File: src/rtl/opendap_swd_link_ctrl.sv
// opendap_swd_link_ctrl: SWD link state tracker and packet header decoder with protocol-error lockout.
// Optional OPENDAP_LINK_ERR_COUNT_EN adds a saturating err_count output.
module opendap_swd_link_ctrl #(
  parameter bit RESET_DORMANT = 1'b1,
  parameter int unsigned IDLE_MIN = 2
) (
  input  logic       swclk,
  input  logic       rst,
  input  logic       swdi_reg,
  input  logic       exit_dormant,
  input  logic       enter_dormant,
  input  logic       line_reset,
  input  logic       data_phase_active,
  output logic       dormant,
  output logic       link_active,
  output logic       lockout,
  output logic       hdr_valid,
  output logic       hdr_apndp,
  output logic       hdr_rnw,
  output logic [1:0] hdr_addr,
  output logic       proto_err
`ifdef OPENDAP_LINK_ERR_COUNT_EN
  ,output logic [7:0] err_count
`endif
);
  typedef enum logic [2:0] {
    S_DORMANT, S_RESET, S_IDLE, S_ACTIVE, S_HEADER, S_DATA, S_LOCKOUT
  } state_t;
  localparam logic [3:0] IMIN = 4'(IDLE_MIN);
  state_t state, nxt;
  logic [5:0] sh;
  logic [2:0] bit_ctr;
  logic [3:0] idle_ctr, idle_inc;
  logic hdr_done, hdr_ok, hdr_acc, hdr_fail;
  assign idle_inc = idle_ctr == 4'hf ? idle_ctr : idle_ctr + 4'd1;
  assign hdr_done = state == S_HEADER && bit_ctr == 3'd6;
  // sh holds APnDP..Stop (oldest in bit 0); swdi_reg is the Park bit
  assign hdr_ok = (sh[4] == ^sh[3:0]) && !sh[5] && swdi_reg;
  assign hdr_acc = hdr_done && nxt == S_DATA;
  assign hdr_fail = hdr_done && nxt == S_LOCKOUT;
  always_comb begin
    nxt = state;
    case (state)
      S_DORMANT: nxt = exit_dormant ? S_RESET : S_DORMANT;
      S_RESET:   nxt = swdi_reg ? S_RESET : (IMIN <= 4'd1 ? S_ACTIVE : S_IDLE);
      S_IDLE:    nxt = swdi_reg ? S_RESET : (idle_inc >= IMIN ? S_ACTIVE : S_IDLE);
      S_ACTIVE:  nxt = !data_phase_active && swdi_reg ? S_HEADER : S_ACTIVE;
      S_HEADER:  nxt = !hdr_done ? S_HEADER : (hdr_ok ? S_DATA : S_LOCKOUT);
      S_DATA:    nxt = !hdr_valid && !data_phase_active ? S_ACTIVE : S_DATA;
      default:   nxt = S_LOCKOUT;
    endcase
    if (state != S_DORMANT && line_reset) nxt = S_RESET;
    if (enter_dormant) nxt = S_DORMANT;
  end
  always_ff @(posedge swclk or posedge rst) begin
    if (rst) begin
      state <= RESET_DORMANT ? S_DORMANT : S_RESET;
      dormant <= RESET_DORMANT;
      link_active <= 1'b0;
      lockout <= 1'b0;
      hdr_valid <= 1'b0;
      proto_err <= 1'b0;
      hdr_apndp <= 1'b0;
      hdr_rnw <= 1'b0;
      hdr_addr <= 2'd0;
      sh <= 6'd0;
      bit_ctr <= 3'd0;
      idle_ctr <= 4'd0;
`ifdef OPENDAP_LINK_ERR_COUNT_EN
      err_count <= 8'd0;
`endif
    end else begin
      state <= nxt;
      dormant <= nxt == S_DORMANT;
      link_active <= nxt inside {S_ACTIVE, S_HEADER, S_DATA};
      lockout <= nxt == S_LOCKOUT;
      hdr_valid <= hdr_acc;
      proto_err <= hdr_fail;
      sh <= {swdi_reg, sh[5:1]};
      bit_ctr <= state == S_HEADER ? (bit_ctr == 3'd7 ? bit_ctr : bit_ctr + 3'd1) : 3'd0;
      idle_ctr <= state == S_IDLE ? idle_inc : 4'd1;
      if (hdr_acc) {hdr_addr, hdr_rnw, hdr_apndp} <= {sh[3:2], sh[1], sh[0]};
`ifdef OPENDAP_LINK_ERR_COUNT_EN
      if (hdr_fail && err_count != 8'hff) err_count <= err_count + 8'd1;
`endif
    end
  end
endmodule

File: config.mk
export PLATFORM = sky130hd
export DESIGN_NAME = opendap_swd_link_ctrl
export DESIGN_NICKNAME = d
export VERILOG_FILES = /design/src/rtl/opendap_swd_link_ctrl.sv
export SDC_FILE = /design/constraint.sdc
export NUM_CORES = 1
export LEC_CHECK = 0
export BUFFER_PORTS_ARGS = -buffer_cell sky130_fd_sc_hd__buf_2
export CAP_MARGIN = 10
export CORE_UTILIZATION = 29
export CTS_CLUSTER_SIZE = 12
export DETAILED_ROUTE_END_ITERATION = 10
export PLACE_DENSITY = 0.56
export SYNTH_ARGS = -nofsm -noshare
export SYNTH_HDL_FRONTEND = slang
export SYNTH_SLANG_ARGS = --single-unit
File: constraint.sdc
create_clock -name swclk -period 3.6 [get_ports swclk]
set_input_delay 0.72 -clock swclk [delete_from_list [all_inputs] [get_ports swclk]]
set_output_delay 0.72 -clock swclk [all_outputs]
set_load 0.05 [all_outputs]
==> impl_metrics.ini, run 1 <==
[status]
status = completed

[hold_path]
worstHoldStart = sh[5]
min_path_type = reg -> reg

[timing]
skew_ns = 0.00371
slew_headroom = 0.365
tightest_slew_ns = 0.951
setup_tns_ns = 0
fin_crit_sh = 0.521
finalMaxSlewViolations = 0
rsz0062_at_grt = no
setup_viol_count_final = 0
finalCriticalPeriod_ns = 1.88
hold_viol_final = 0
max_freq_mhz = 533

[routing]
remaining_drc_errors = 0
routedLengthMet1_microns = 1120
drtPass1Iterations = 4
ant_nets = 0
wl_met2_microns = 899
drt_iter0_drc = 18
drt-vias-per-instance = 4.75
wl_met3_microns = 107
vias = 789
routedWlPerCell_microns = 13.1
wirelength_microns = 2170
top_layer_used = met4

[final_layout]
multiInputGateArea_sq_um = 517
layout_common_cells = 24 x dfrtp_1, 15 x buf_2, 10 x nor2_1
layout_commonest_cell = dfrtp_1
regArea_sq_um = 627
fin_area_sq_um = 1350
fillCellCount = 374
drive_above_1_share = 0.229
num_antenna_cells = 0
final_net_count = 130
area_delta_synth_final_pct = 13.3
layout.cells.non_filler = 166

[setup_path]
path_cells = nor3_2 -> nor2_1 -> nor3_1 -> a31oi_1 -> mux2_1
r2r_cells = 5
r2r-start = state[1]
cp.required_ns = 3.76
crit_path_top_delay_cell = dfrtp_1
max_stage_delay_ns = 0.51
cp_max_fo = 11
reg2reg_to = link_active
cp_num_cells = 5
cp.arrival_ns = 2.03
critPathKind = reg -> reg
r2r_slack_ns = 1.72
cpLargestDelayFamily = simple AND/OR/NAND/NOR gates
crit_end = link_active
critPathLaunch = state[1]
critical_path.startpoint_type = flop
crit_path_end_kind = flop
worst-path-buf-inv = 0

[power_and_ir_drop]
irDropWorstVdd_mv = 0.187
powerDensity_nw_per_um2 = 402
p_leak_nw = 0.652
p_total_w = 0.000542

[placement]
dpl.cell_count = 162
place_congestion = 0.856
dp_hpwl_microns = 1640
portBuffers = 15
postPlaceCellArea_sq_um = 1300

[floorplan]
start_util = 0.313
ios = 16
rows = 22
chipWidth_microns = 66.0
die_area_sq_um = 4360
die_h_microns = 66.0
core_area_sq_um = 3800

[cts]
post_cts.repair.setup_buffers = 0
cts_buffer_depth = 2
root_buffer = clkbuf_8
cts_resized = 0
cts_hold_buf = 0
cts_tree = done
cts_made_buffers = 3
h-tree-depth = 1
cts_num_sinks = 25
insertion_delay_ns = 0.27
path_clk_slew_ns = 0.09

[synthesis]
ys_seq_area_frac = 0.527
synth.net_count = 114
ys_ff_latch = 25
synth_area_leaders = dfrtp_1 51%, mux2_4 5.1%, ha_1 4.2%, nor2_1 3.2%, dfstp_2 2.2%
yosysWarningCount = 0
ys_types = 38
yosysTopAreaCell = dfrtp_1
avgSynthCellArea_sq_um = 11.5
syn_area_sq_um = 1190
yosys.area.top_type_share = 0.505
synthCells = 103

[global_route]
first_global_vias = 774
track_usage = 0.117
grt_start_max_net_pins = 26
overflow = 0
grt_antenna_before_repair = 0
grt_pass1_wl_microns = 3710

[flow_run]
max_cap_violations = 0
==> worst min path at each step <==
stage                  to  slack [ns]  depth (start not counted)
global route        sh[3]        0.41                          0
global placement    sh[4]        0.38                          0
finish              sh[4]        0.40                          0
detailed placement  sh[3]        0.38                          0
CTS                 sh[3]        0.40                          0
floorplan           sh[4]        0.35                          0
==> synthesized netlist by cell type <==
master / n
a31oi_1: 2
xnor3_1: 1
a21oi_1: 3
and4b_1: 1
o21bai_2: 1
mux2i_1: 2
nand4_1: 1
and2b_1: 1
a211oi_1: 3
ha_1: 4
a221oi_1: 2
inv_1: 5
o21ai_0: 1
o41ai_1: 1
mux2_4: 4
nor2b_1: 1
nor3_2: 1
buf_2: 3
nand2_1: 7
nand3_1: 1
xor2_1: 1
mux2_1: 1
xnor2_2: 1
buf_6: 1
nand2b_1: 2
o2111ai_1: 1
o22ai_1: 1
or2_1: 1
and2_1: 4
a21boi_0: 1
nor3_1: 4
nor2_1: 10
nor3b_1: 1
dfstp_2: 1
dfrtp_1: 24
xnor2_1: 2
o21bai_1: 1
o21a_1: 1
==> layout make-up <==
type | count | area share
Inverter | 5 | 0.0139
Clock buffer | 3 | 0.0307
Multi-Input combinational cell | 69 | 0.384
Timing Repair Buffer | 15 | 0.0558
Tap cell | 48 | 0.0446
Sequential cell | 25 | 0.466
Clock inverter | 1 | 0.00558
==> cells by family (layout without fill, tap and decap cells) <==
| group | after synthesis | count (layout) | share of synthesized area |
|---|---|---|---|
| DFF | 25 | 25 | 0.527 |
| xor gates and xnor gates | 5 | 5 | 0.0547 |
| adders and majority gates | 4 | 4 | 0.0421 |
| buffers and inverters | 9 | 24 | 0.0379 |
| AOI/OAI and AO/OA | 18 | 18 | 0.109 |
| muxes | 7 | 7 | 0.0768 |
| and+or+nand+nor | 35 | 35 | 0.152 |
==> power breakdown <==
| group | internal, W | switching [W] | leakage, nW |
|---|---|---|---|
| Sequential | 0.000292 | 0.0000117 | 0.325 |
| Clock | 0.0000785 | 0.0000937 | 0.0217 |
| Combinational | 0.0000258 | 0.0000404 | 0.305 |
| Total | 0.000396 | 0.000146 | 0.652 |
==> metal layers <==
layer | vias up | GRT usage
met1 | 373 | 0.154
met4 | 0 | 0.0479
li1 | 391 | -
met2 | 20 | 0.173
met3 | 5 | 0.0397
met5 | - | 0
==> per-stage QoR <==
stage | setup WS, ns | util | hold WS, ns
2_1_floorplan | 1.85 | - | 0.347
3_3_place_gp | 1.59 | 0.342 | 0.378
3_5_place_dp | 1.55 | 0.342 | 0.382
4_1_cts | 1.73 | 0.354 | 0.403
5_1_grt | 1.56 | 0.354 | 0.415
6_report | 1.72 | 0.354 | 0.397
==> sequential cells by signal (all words and copies together) (netlist names) <==
signal	count
bit_ctr	3
dormant	1
hdr_addr	2
hdr_apndp	1
hdr_rnw	1
hdr_valid	1
idle_ctr	4
link_active	1
lockout	1
proto_err	1
sh	6
state	3
No activity file was read; power rests on OpenSTA's default activity.
==> run 2: changes to the inputs <==
==> constraint.sdc (replaced) <==
create_clock -name swclk -period 1.9 [get_ports swclk]
set_input_delay 0.38 -clock swclk [delete_from_list [all_inputs] [get_ports swclk]]
set_output_delay 0.38 -clock swclk [all_outputs]
set_load 0.05 [all_outputs]
==> run 2 against run 1 <==
  * Global-route usage down 1.0 points
  * Sequential share of layout area is 1.5 points lower
  * Clock-buffer cell count rose by 1
  * Via count down 1.8%
  * Final cell count up 2.4%
==> impl_metrics.ini, run 2 (synthesis gave the netlist of run 1 again) <==
[status]
status = completed

[floorplan]
core_area_sq_um = 3800
rows = 22
chipWidth_microns = 66.0
die_area_sq_um = 4360
die_h_microns = 66.0
start_util = 0.313
ios = 16

[cts]
post_cts.repair.setup_buffers = 0
h-tree-depth = 1
cts_made_buffers = 3
path_clk_slew_ns = 0.08
cts_tree = done
cts_num_sinks = 25
insertion_delay_ns = 0.27
root_buffer = clkbuf_8
cts_buffer_depth = 2

[final_layout]
final_net_count = 134
largest_reg_flops = 6
area_delta_synth_final_pct = 17.2
num_antenna_cells = 0
fin_util = 0.367
largest_registers = sh x6, idle_ctr x4
drive_above_1_share = 0.270
top_register = sh
layout_common_cells = 24 x dfrtp_1, 15 x buf_2, 10 x nor2_1
layout_commonest_cell = dfrtp_1

[routing]
drtPass1Iterations = 4
ant_nets = 0
routedWlPerCell_microns = 12.4
drt-vias-per-instance = 4.56
wirelength_microns = 2110
vias = 775
remaining_drc_errors = 0
drt_iter0_drc = 26

[setup_path]
cp.arrival_ns = 1.94
cp_max_fo = 4
cp.required_ns = 2.05
crit_path_end_kind = flop
critical_path.startpoint_type = flop
critPathKind = reg -> reg

[power_and_ir_drop]
powerDensity_nw_per_um2 = 736
intPower_w = 0.000761
p_leak_nw = 0.682
combinationalPowerShare = 0.138
p_total_w = 0.00103
switchingPower_w = 0.000264
clock_power_share = 0.305
pwr-share-seq = 0.557
p_sw_frac = 0.258
irDropWorstVdd_mv = 0.239

[timing]
finalCriticalPeriod_ns = 1.79
finalMaxSlewViolations = 0
timing.hold.ws_ns = 0.142
setup_tns_ns = 0
skew_ns = 0.00531
max_freq_mhz = 559
hold_viol_final = 0
fin_crit_sh = 0.941
slew_headroom = 0.691
tightest_slew_ns = 0.459
setup_viol_count_final = 0
rsz0062_at_grt = no

[global_route]
grtUsageMet2 = 0.152
grt_pass1_wl_microns = 3340
grt_start_max_net_pins = 26
first_global_vias = 750
track_usage = 0.106
top_usage_layer = met2
use_met3 = 0.0155
grt_antenna_before_repair = 0
grt_use_met1 = 0.145
overflow = 0

[placement]
portBuffers = 15
dp_hpwl_microns = 1550
place_congestion = 0.737

[hold_path]
min_path_type = in -> async

[flow_run]
max_cap_violations = 0
## run 2: cell types whose count changed in the layout (fill, tap and decap cells not counted), sizes merged
cell / previous run / this run
clkinvlp: 1 / 0
clkbuf: 3 / 4
buf: 15 / 19
## run 2: power groups by stage
stage / logic, W / registers, W / clock network (W)
3_5_place_dp: 0.000139 / 0.000580 / 0
6_report: 0.000142 / 0.000571 / 0.000312
3_3_place_gp: 0.000138 / 0.000579 / 0
4_1_cts: 0.000140 / 0.000569 / 0.000322
5_1_grt: 0.000156 / 0.000575 / 0.000346
2_1_floorplan: 0.0000899 / 0.000591 / 0
## run 2: final cells by class
cell class / instances / area [sq um]
multi-input cells: 69 / 537
clock buffers: 4 / 45.0
repair buffers: 19 / 105
fillers: 397 / 2410
well taps: 48 / 60.1
inverters: 5 / 18.8
flip-flops and latches: 25 / 627
## run 2: path summary, 6_finish.rpt
| check | cells after the start | endpoint | start | slack, ns |
|---|---|---|---|---|
| min | 3 | sh[1] | rst | 0.14 |
| min reg2reg | 0 | sh[4] | sh[5] | 0.37 |
| max in group asynchronous | 3 | dormant | rst | 1.47 |
| max reg2reg | 6 | link_active | idle_ctr[0] | 0.11 |
| min in group swclk | 1 | sh[5] | swdi_reg | 0.30 |
| max | 6 | link_active | idle_ctr[0] | 0.11 |
## run 2: metrics by stage
| stage | cells | setup slack (ns) | cell area, sq um |
|---|---|---|---|
| after floorplan | 103 | 0.157 | 1190 |
| after global placement | 166 | 0.0987 | 1330 |
| after detailed placement | 166 | 0.0744 | 1330 |
| after CTS | 170 | 0.0452 | 1370 |
| after global routing | 170 | 0.0130 | 1390 |
| final | 170 | 0.113 | 1390 |
## run 2: layer usage
metal / vias up / wire length, microns
li1: 397 / -
met1: 355 / 1050
met5: - / 0
met4: 0 / 63
met3: 5 / 79
met2: 18 / 921
## run 2: worst max-delay path, stage by stage, from the launching register on
cell     delay (ns)
dfrtp_1        0.41
ha_1           0.20
and2_1         0.17
a21oi_1        0.07
o41ai_1        0.37
a31oi_1        0.13
mux2_1         0.31
## run 2: repair_timing
action / in CTS / in global routing
resized for setup: 0 / 4
hold buffers: 0 / 0
endpoints found under the setup margin: 0 / 4
==> run 3: changes to the inputs <==
--- a/config.mk
+++ b/config.mk
@@ -11,6 +11,7 @@
 export CTS_CLUSTER_SIZE = 12
 export DETAILED_ROUTE_END_ITERATION = 10
 export PLACE_DENSITY = 0.56
+export RECOVER_POWER = 100
 export SYNTH_ARGS = -nofsm -noshare
 export SYNTH_HDL_FRONTEND = slang
 export SYNTH_SLANG_ARGS = --single-unit
==> run 3 against run 2 <==
  * First-iteration DRC count down 23%
  * Via count up 0.52%
  * Clock-buffer cell count unchanged
  * Largest power group unchanged
  * Highest routed layer unchanged
==> impl_metrics.ini, run 3 (synthesis gave the netlist of run 1 again) <==
[timing]
max_freq_mhz = 560
fin_crit_sh = 0.940
hold_viol_final = 0
skew_ns = 0.00429
tightest_slew_ns = 1.30
finalCriticalPeriod_ns = 1.79
setup_viol_count_final = 0
finalMaxSlewViolations = 0
setup_tns_ns = 0
rsz0062_at_grt = no
slew_headroom = 0.134

[routing]
remaining_drc_errors = 0
routedWlPerCell_microns = 12.4
drt-vias-per-instance = 4.58
ant_nets = 0
wirelength_microns = 2110
vias = 779
drt_iter0_drc = 20
drtPass1Iterations = 4

[floorplan]
rows = 22
chipWidth_microns = 66.0
core_area_sq_um = 3800
die_h_microns = 66.0
die_area_sq_um = 4360
ios = 16
start_util = 0.313

[hold_path]
min_path_type = in -> reg

[cts]
cts_tree = done
insertion_delay_ns = 0.27
h-tree-depth = 1
cts_made_buffers = 3
root_buffer = clkbuf_8
cts_num_sinks = 25
path_clk_slew_ns = 0.08
cts_hold_buf = 0
cts_buffer_depth = 2

[global_route]
use_met3 = 0.0155
grtUsageMet2 = 0.152
grt_start_max_net_pins = 26
track_usage = 0.106
grt_pass1_wl_microns = 3340
top_usage_layer = met2
grt_use_met1 = 0.145
overflow = 0
first_global_vias = 750
grt_antenna_before_repair = 0

[setup_path]
cp_max_fo = 9
cp.required_ns = 2.05
max_stage_delay_ns = 0.45
crit_end = link_active
path_cells = buf_4 -> and4b_1 -> a211oi_1 -> nor3_1 -> a31oi_1 -> mux2_1
cp.arrival_ns = 1.94
reg2reg_to = link_active
critPathLaunch = state[1]
r2r-start = state[1]
crit_path_end_kind = flop
r2r_slack_ns = 0.11
crit_path_top_delay_cell = dfrtp_1
critPathKind = reg -> reg
r2r_cells = 6
critical_path.startpoint_type = flop

[final_layout]
num_antenna_cells = 0
area_delta_synth_final_pct = 14.8
regArea_sq_um = 627
fin_util = 0.359
final_net_count = 134
largest_registers = sh x6, idle_ctr x4
largest_reg_flops = 6
drive_above_1_share = 0.156
top_register = sh
multiInputGateArea_sq_um = 529
fillCellCount = 406
layout_common_cells = 24 x dfrtp_1, 13 x clkbuf_1, 10 x nor2_1
layout_commonest_cell = dfrtp_1

[power_and_ir_drop]
powerDensity_nw_per_um2 = 745
p_total_w = 0.00102
irDropWorstVdd_mv = 0.238
p_leak_nw = 0.628

[placement]
portBuffers = 15
dp_hpwl_microns = 1550
place_congestion = 0.737

[status]
status = completed

[flow_run]
max_cap_violations = 0
## run 3: cell count changes in the layout (fill, tap and decap cells not counted), sizes merged
cell    previous run  this run
buf               19         7
clkbuf             4        16
## run 3: worst min-delay path by stage
stage | end | start | cells past startpoint
after floorplan | sh[4] | sh[5] | 0
after global placement | sh[4] | sh[5] | 0
after detailed placement | sh[4] | sh[5] | 0
after CTS | hdr_rnw | rst | 3
after global routing | state[0] | enter_dormant | 2
final | state[0] | enter_dormant | 2
## run 3: area by class of cell
class | instances | share of cell area
flip-flops and latches | 25 | 0.459
well taps | 48 | 0.0440
clock buffers | 4 | 0.0330
inverters | 5 | 0.0137
repair buffers | 19 | 0.0623
multi-input cells | 69 | 0.388
## run 3: per-layer routing
metal  routed length (microns)  share of wire  vias to the layer above
met5                         0              0                        -
li1                          -              -                      398
met3                        78          0.037                        5
met2                       927           0.44                       18
met4                        63          0.030                        0
met1                      1040           0.49                      358
## run 3: through the flow
| step | instance area [sq um] | setup WS, ns | std cells | hold WS (ns) |
|---|---|---|---|---|
| after CTS | 1370 | 0.0452 | 170 | 0.151 |
| after floorplan | 1190 | 0.157 | 103 | 0.347 |
| final | 1370 | 0.114 | 170 | 0.314 |
| after detailed placement | 1330 | 0.0744 | 166 | 0.356 |
| after global placement | 1330 | 0.0987 | 166 | 0.357 |
| after global routing | 1370 | 0.0130 | 170 | 0.300 |
## run 3: report_power, final
group | switching (W) | total (W) | internal [W]
clock network | 0.000160 | 0.000310 | 0.000150
registers | 0.0000187 | 0.000571 | 0.000553
logic | 0.0000838 | 0.000136 | 0.0000525
total | 0.000262 | 0.00102 | 0.000755
## run 3: worst max-delay path: cells and delay by family (launching register included)
kind | cells | cell delay, ns
and+or+nand+nor | 2 | 0.57
DFF | 1 | 0.45
AOI/OAI and AO/OA | 2 | 0.15
muxes | 1 | 0.31
buffers and inverters | 1 | 0.19
## run 3: timing repair
action / in CTS / in global routing
gates resized for setup: 0 / 4
setup buffers: 0 / 0
endpoints found under the setup margin: 0 / 4
